`config.mk`:
```
export PLATFORM = sky130hd
export DESIGN_NAME = divider_seq
export DESIGN_NICKNAME = d
export VERILOG_FILES = /design/src/rtl/arith_pkg.sv /design/src/rtl/addsub_n.sv /design/src/rtl/divider_seq.sv
export SDC_FILE = /design/constraint.sdc
export NUM_CORES = 1
export LEC_CHECK = 0
export ABC_AREA = 1
export CAP_MARGIN = 5
export CORE_ASPECT_RATIO = 1.5
export CORE_MARGIN = 5
export CORE_UTILIZATION = 40
export DETAILED_ROUTE_END_ITERATION = 16
export MAX_ROUTING_LAYER = met4
export REMOVE_ABC_BUFFERS = 1
export SYNTH_ARGS = -nofsm -noshare
export SYNTH_HDL_FRONTEND = slang
export SYNTH_SLANG_ARGS = --single-unit
export TNS_END_PERCENT = 20
```
`constraint.sdc`:
```
create_clock -name clk -period 3.91 [get_ports clk]
set_clock_uncertainty 0.05 [all_clocks]
set_input_delay 0.782 -clock clk [delete_from_list [all_inputs] [get_ports clk]]
set_output_delay 0.782 -clock clk [all_outputs]
set_load 0.01 [all_outputs]
```
`src/rtl/arith_pkg.sv`:
```
// ---------------------------------------------------------------------------
// arith_pkg
// Shared definitions for the arithmetic execution units.
//   state_t        : control states of the multi-cycle divider
//   DEFAULT_WIDTH  : default operand/result width of the arithmetic blocks
// ---------------------------------------------------------------------------
package arith_pkg;

    localparam int DEFAULT_WIDTH = 4;

    // IDLE : waiting for a request
    // RUN  : one quotient bit produced per clock
    // DONE : results valid for exactly one cycle
    typedef enum logic [1:0] {
        IDLE = 2'd0,
        RUN  = 2'd1,
        DONE = 2'd2
    } state_t;

endpackage

```
`src/rtl/addsub_n.sv`:
```
// ---------------------------------------------------------------------------
// addsub_n
// Combinational N-bit ripple-carry adder/subtractor.
//   i_a    [N-1:0] : first operand
//   i_b    [N-1:0] : second operand
//   i_en           : mode, 0 = add (a + b), 1 = subtract (a + ~b + 1)
//   o_sum  [N-1:0] : result bits
//   o_cout         : carry out of the top bit (1 = no borrow when subtracting)
// ---------------------------------------------------------------------------
module addsub_n #(
    parameter int N = 5
) (
    input  logic [N-1:0] i_a,
    input  logic [N-1:0] i_b,
    input  logic         i_en,
    output logic [N-1:0] o_sum,
    output logic         o_cout
);

    logic [N-1:0] w_bx;
    logic [N:0]   w_carry;
    logic [N-1:0] w_sum;

    // Subtraction reuses the adder: invert b and inject the +1 through the
    // carry-in. The carry then ripples bit by bit through full adders.
    always_comb begin
        w_bx       = i_b ^ {N{i_en}};
        w_carry    = '0;
        w_carry[0] = i_en;
        w_sum      = '0;
        for (int k = 0; k < N; k++) begin
            w_sum[k]     = i_a[k] ^ w_bx[k] ^ w_carry[k];
            w_carry[k+1] = (i_a[k] & w_bx[k]) | (w_carry[k] & (i_a[k] ^ w_bx[k]));
        end
    end

    assign o_sum  = w_sum;
    assign o_cout = w_carry[N];

endmodule

```
`src/rtl/divider_seq.sv`:
```
// ---------------------------------------------------------------------------
// divider_seq
// Sequential unsigned restoring divider, one quotient bit per clock.
//   clk                     : system clock, rising edge
//   rst                     : asynchronous active-high reset
//   start                   : request, sampled only while not busy
//   dividend   [WIDTH-1:0]  : numerator, captured on the accepting edge
//   divisor    [WIDTH-1:0]  : denominator, captured on the accepting edge
//   busy                    : division in progress
//   done                    : one-cycle pulse, results valid
//   quotient   [WIDTH-1:0]  : result, held until the next accept
//   remainder  [WIDTH-1:0]  : result, held until the next accept
//   div_by_zero             : divisor was zero, held with the results
// A zero divisor skips the iteration and reports quotient = all ones,
// remainder = dividend.
// ---------------------------------------------------------------------------
module divider_seq
    import arith_pkg::*;
#(
    parameter int WIDTH = DEFAULT_WIDTH
) (
    input  logic             clk,
    input  logic             rst,
    input  logic             start,
    input  logic [WIDTH-1:0] dividend,
    input  logic [WIDTH-1:0] divisor,
    output logic             busy,
    output logic             done,
    output logic [WIDTH-1:0] quotient,
    output logic [WIDTH-1:0] remainder,
    output logic             div_by_zero
);

    localparam int CNT_W = $clog2(WIDTH + 1);

    state_t             r_state;
    state_t             w_nextState;
    logic [CNT_W-1:0]   r_count;
    logic [WIDTH-1:0]   r_dvd;
    logic [WIDTH-1:0]   r_divisor;
    logic [WIDTH-1:0]   r_rem;
    logic [WIDTH-1:0]   r_quot;
    logic               r_dbz;

    logic               w_accept;
    logic               w_divZero;
    logic               w_lastStep;
    logic [WIDTH:0]     w_rShift;
    logic [WIDTH:0]     w_diff;
    logic               w_cout;
    logic               w_fits;

    assign w_accept   = start && (r_state != RUN);
    assign w_divZero  = (divisor == '0);
    assign w_lastStep = (r_count == CNT_W'(WIDTH - 1));

    // The stored partial remainder is always below the divisor, so it fits
    // in WIDTH bits; the WIDTH+1 bit shifted value brings in the next
    // dividend bit from the top of the dividend shift register.
    assign w_rShift = {r_rem, r_dvd[WIDTH-1]};

    addsub_n #(
        .N (WIDTH + 1)
    ) u_trialSub (
        .i_a    (w_rShift),
        .i_b    ({1'b0, r_divisor}),
        .i_en   (1'b1),
        .o_sum  (w_diff),
        .o_cout (w_cout)
    );

    // The shifted remainder is at least the divisor when the trial
    // difference is non-negative; carry-out and a clear sign bit both
    // express that and always agree for these operand ranges.
    assign w_fits = w_cout & ~w_diff[WIDTH];

    // State register.
    always_ff @(posedge clk or posedge rst) begin
        if (rst) begin
            r_state <= IDLE;
        end else begin
            r_state <= w_nextState;
        end
    end

    // Next-state and handshake outputs. DONE falls back to IDLE unless a
    // new request arrives, which allows back-to-back divisions.
    always_comb begin
        w_nextState = r_state;
        busy        = 1'b0;
        done        = 1'b0;
        case (r_state)
            IDLE, DONE: begin
                done = (r_state == DONE);
                if (start) begin
                    w_nextState = w_divZero ? DONE : RUN;
                end else begin
                    w_nextState = IDLE;
                end
            end
            RUN: begin
                busy = 1'b1;
                if (w_lastStep) begin
                    w_nextState = DONE;
                end
            end
            default: begin
                w_nextState = IDLE;
            end
        endcase
    end

    // Datapath. An accept latches the operands so later input changes are
    // invisible; a zero divisor writes the final results immediately.
    // In RUN, each edge restores or keeps the trial difference and shifts
    // one quotient bit in, MSB first.
    always_ff @(posedge clk or posedge rst) begin
        if (rst) begin
            r_count   <= '0;
            r_dvd     <= '0;
            r_divisor <= '0;
            r_rem     <= '0;
            r_quot    <= '0;
            r_dbz     <= 1'b0;
        end else if (w_accept) begin
            r_count   <= '0;
            r_dvd     <= dividend;
            r_divisor <= divisor;
            if (w_divZero) begin
                r_quot <= '1;
                r_rem  <= dividend;
                r_dbz  <= 1'b1;
            end else begin
                r_quot <= '0;
                r_rem  <= '0;
                r_dbz  <= 1'b0;
            end
        end else if (r_state == RUN) begin
            r_count <= r_count + CNT_W'(1);
            r_dvd   <= {r_dvd[WIDTH-2:0], 1'b0};
            r_quot  <= {r_quot[WIDTH-2:0], w_fits};
            r_rem   <= w_fits ? w_diff[WIDTH-1:0] : w_rShift[WIDTH-1:0];
        end
    end

    assign quotient    = r_quot;
    assign remainder   = r_rem;
    assign div_by_zero = r_dbz;

endmodule

```
==> impl_metrics.toml <==
[setup_path]
required_ps = 3080
r2r_setup_slack_ps = 1490
reg2reg_from = "r_dvd[3]"
startpoint = "r_state[1]"
crit_fanout = 14
crit_end = "busy"
end_kind = "output pin"
r2r.worst_path.cells = 12
worstReg2RegEnd = "remainder[3]"
cp-start-kind = "flop"
worstPathArrival_ps = 1610
critPathKind = "reg -> out"

[power_and_ir_drop]
p_leak_nw = 0.7114
pwr_density_cell_nw_per_um2 = 858.0
switching_power_uw = 499.5
ir_drop_mv = 0.4264
power_frac_comb_pct = 49.9
swShare_pct = 40.11
p_clk_share_pct = 17.2
power.internal_uw = 745.8
seq_power_share_pct = 33.0

[timing]
max_slew_margin_pct = 44.13
tightest_slew_ps = 837.2
setup_viol_count_final = 0
period_minus_slack_ps = 2446
fin_crit_sh_pct = 62.55
fmax_mhz = 408.9
setup-tns-final_ps = 0
maxSlewViolCount = 0
hold_viol = 0
rsz0062_at_grt = "false"

[route]
wl_per_cell_um = 12.97
drt_iter0_drc = 19
finalWirelength_um = 2543
remaining_drc_errors = 0
antenna_left = 0
viasPerCell = 4.913
vias = 963
drtPass1Iterations = 4

[cts]
cts_max_path_buffers = 2
clk_latency_ps = 270
cts-buffers-inserted = 3
holdBufCountCts = 0
clkTransAtPathRegs_ps = 80
h-tree-depth = 1
clkSinkCount = 22
cts_root_buf = "clkbuf_8"
cts_resized = 0
post_cts_buffers = 0
cts_tree = "yes"

[yosys]
yosysTopAreaCell = "dfrtp_1"
post_synth_num_cell_types = 21
ys.warnings.count = 0
ys_ff_latch = 22
postSynthAreaPerCell_um2 = 8.547
syn_inst = 136
synth_top_area_share_pct = 47.36
ys_seq_area_share_pct = 47.36
synth.top_cells.by_area = "dfrtp_1, nand2_1, nor2_1"
synth.cell_area_um2 = 1162

[cells_and_area]
fin_nets = 175
final_common_cell = "nand2_1"
final_cell_mix = "nand2_1, dfrtp_1, clkdlybuf4s50_1"
multi_input_area_um2 = 491.7
drive_above_1_share_pct = 8.280
final_util_pct = 50.88
area_growth_pct = 24.87
fillers = 279
antenna_cells = 0
regArea_um2 = 550.5

[worst_hold_path]
hold_path_class = "reg -> reg"
worstHoldStart = "r_count[0]"

[floorplan]
die-area_um2 = 4106
core_area_um2 = 2853
chipWidth_um = 54.02
fp-row-count = 24
fp.dieH_um = 76.02
initial_core_util_pct = 40.75
ioPinCount = 22

[grt]
grt_pass1_wl_um = 4264
grt_max_degree = 23
grt_overflow = 0
grtUsageTotal_pct = 14.33
antenna_found_initial = 0
grt_pass1_vias = 929

[placement]
gp_congestion = 0.8219
dp_hpwl_um = 1964
io_buffer_count = 21

[run]
drv_cap = 0

[status]
status = "finished clean"
-- per-layer routing --
metal / wire [µm] / part of all wire [%] / up-vias / GRT usage, %
met3: 71 / 2.8 / 5 / 2.348
met2: 1335 / 52 / 22 / 22.69
li1: - / - / 474 / -
met4: 45 / 1.8 / 0 / 5.237
met1: 1090 / 43 / 462 / 17.97
met5: 0 / 0 / - / -
-- how the worst min path moves through the flow --
stage,end,slack (ps),cells past startpoint
6_report,r_count[0],440,1
5_1_grt,r_count[0],460,1
4_1_cts,r_count[0],440,1
3_5_place_dp,r_count[0],430,1
3_3_place_gp,r_count[0],410,1
2_1_floorplan,r_count[0],400,1
-- power by group through the flow --
stage | Sequential [mW] | Combinational [mW] | Clock [mW]
2_1_floorplan | 0.420 | 0.390 | 0
5_1_grt | 0.426 | 0.701 | 0.225
3_5_place_dp | 0.416 | 0.625 | 0
3_3_place_gp | 0.416 | 0.609 | 0
6_report | 0.410 | 0.621 | 0.214
4_1_cts | 0.412 | 0.628 | 0.217
-- metrics by stage --
stage / cell area, µm² / hold WS, ps / worst slack (ps) / cells / power (mW)
2_1_floorplan: 1121 / 399.8 / 1769 / 132 / 0.8098
3_3_place_gp: 1380 / 414.9 / 1553 / 192 / 1.025
3_5_place_dp: 1380 / 425.1 / 1503 / 192 / 1.041
4_1_cts: 1451 / 436.5 / 1457 / 196 / 1.257
5_1_grt: 1451 / 461.3 / 1290 / 196 / 1.352
6_report: 1451 / 439.2 / 1464 / 196 / 1.245
-- cells in the mapped netlist (all sizes together) --
cell and instances:
a21oi 10, a22o 1, a31o 1, buf 4
dfrtp 22, fa 3, ha 3, inv 21
nand2 30, nand3 14, nor2 20, o211ai 1
o21ai 3, o221ai 1, o22ai 2
-- worst max-delay path, stage by stage (launching register included) --
cell and delay, ps:
dfrtp_1 370, inv_1 100, nand2_4 130, inv_1 180, clkdlybuf4s50_1 560
-- registers in the layout, summed over array words and instances, names as in the netlist --
register,count
div_by_zero,1
remainder,4
quotient,4
r_divisor,4
r_state,2
r_count,3
r_dvd,4
-- cell families after synthesis --
kind of cell               synth area share, %
AOI/OAI and AO/OA                        9.580
DFF                                      47.36
adders and majority gates                8.397
buffers and inverters                    10.33
and+or+nand+nor                          24.33
-- area by class of cell --
class	instances	share of cell area (%)
flip-flops and latches	22	37.93
well taps	39	3.362
inverters	21	5.431
clock buffers	3	2.845
multi-input cells	89	33.88
repair buffers	21	14.48
clock inverters	1	2.069
No activity file was read; power rests on OpenSTA's default activity.
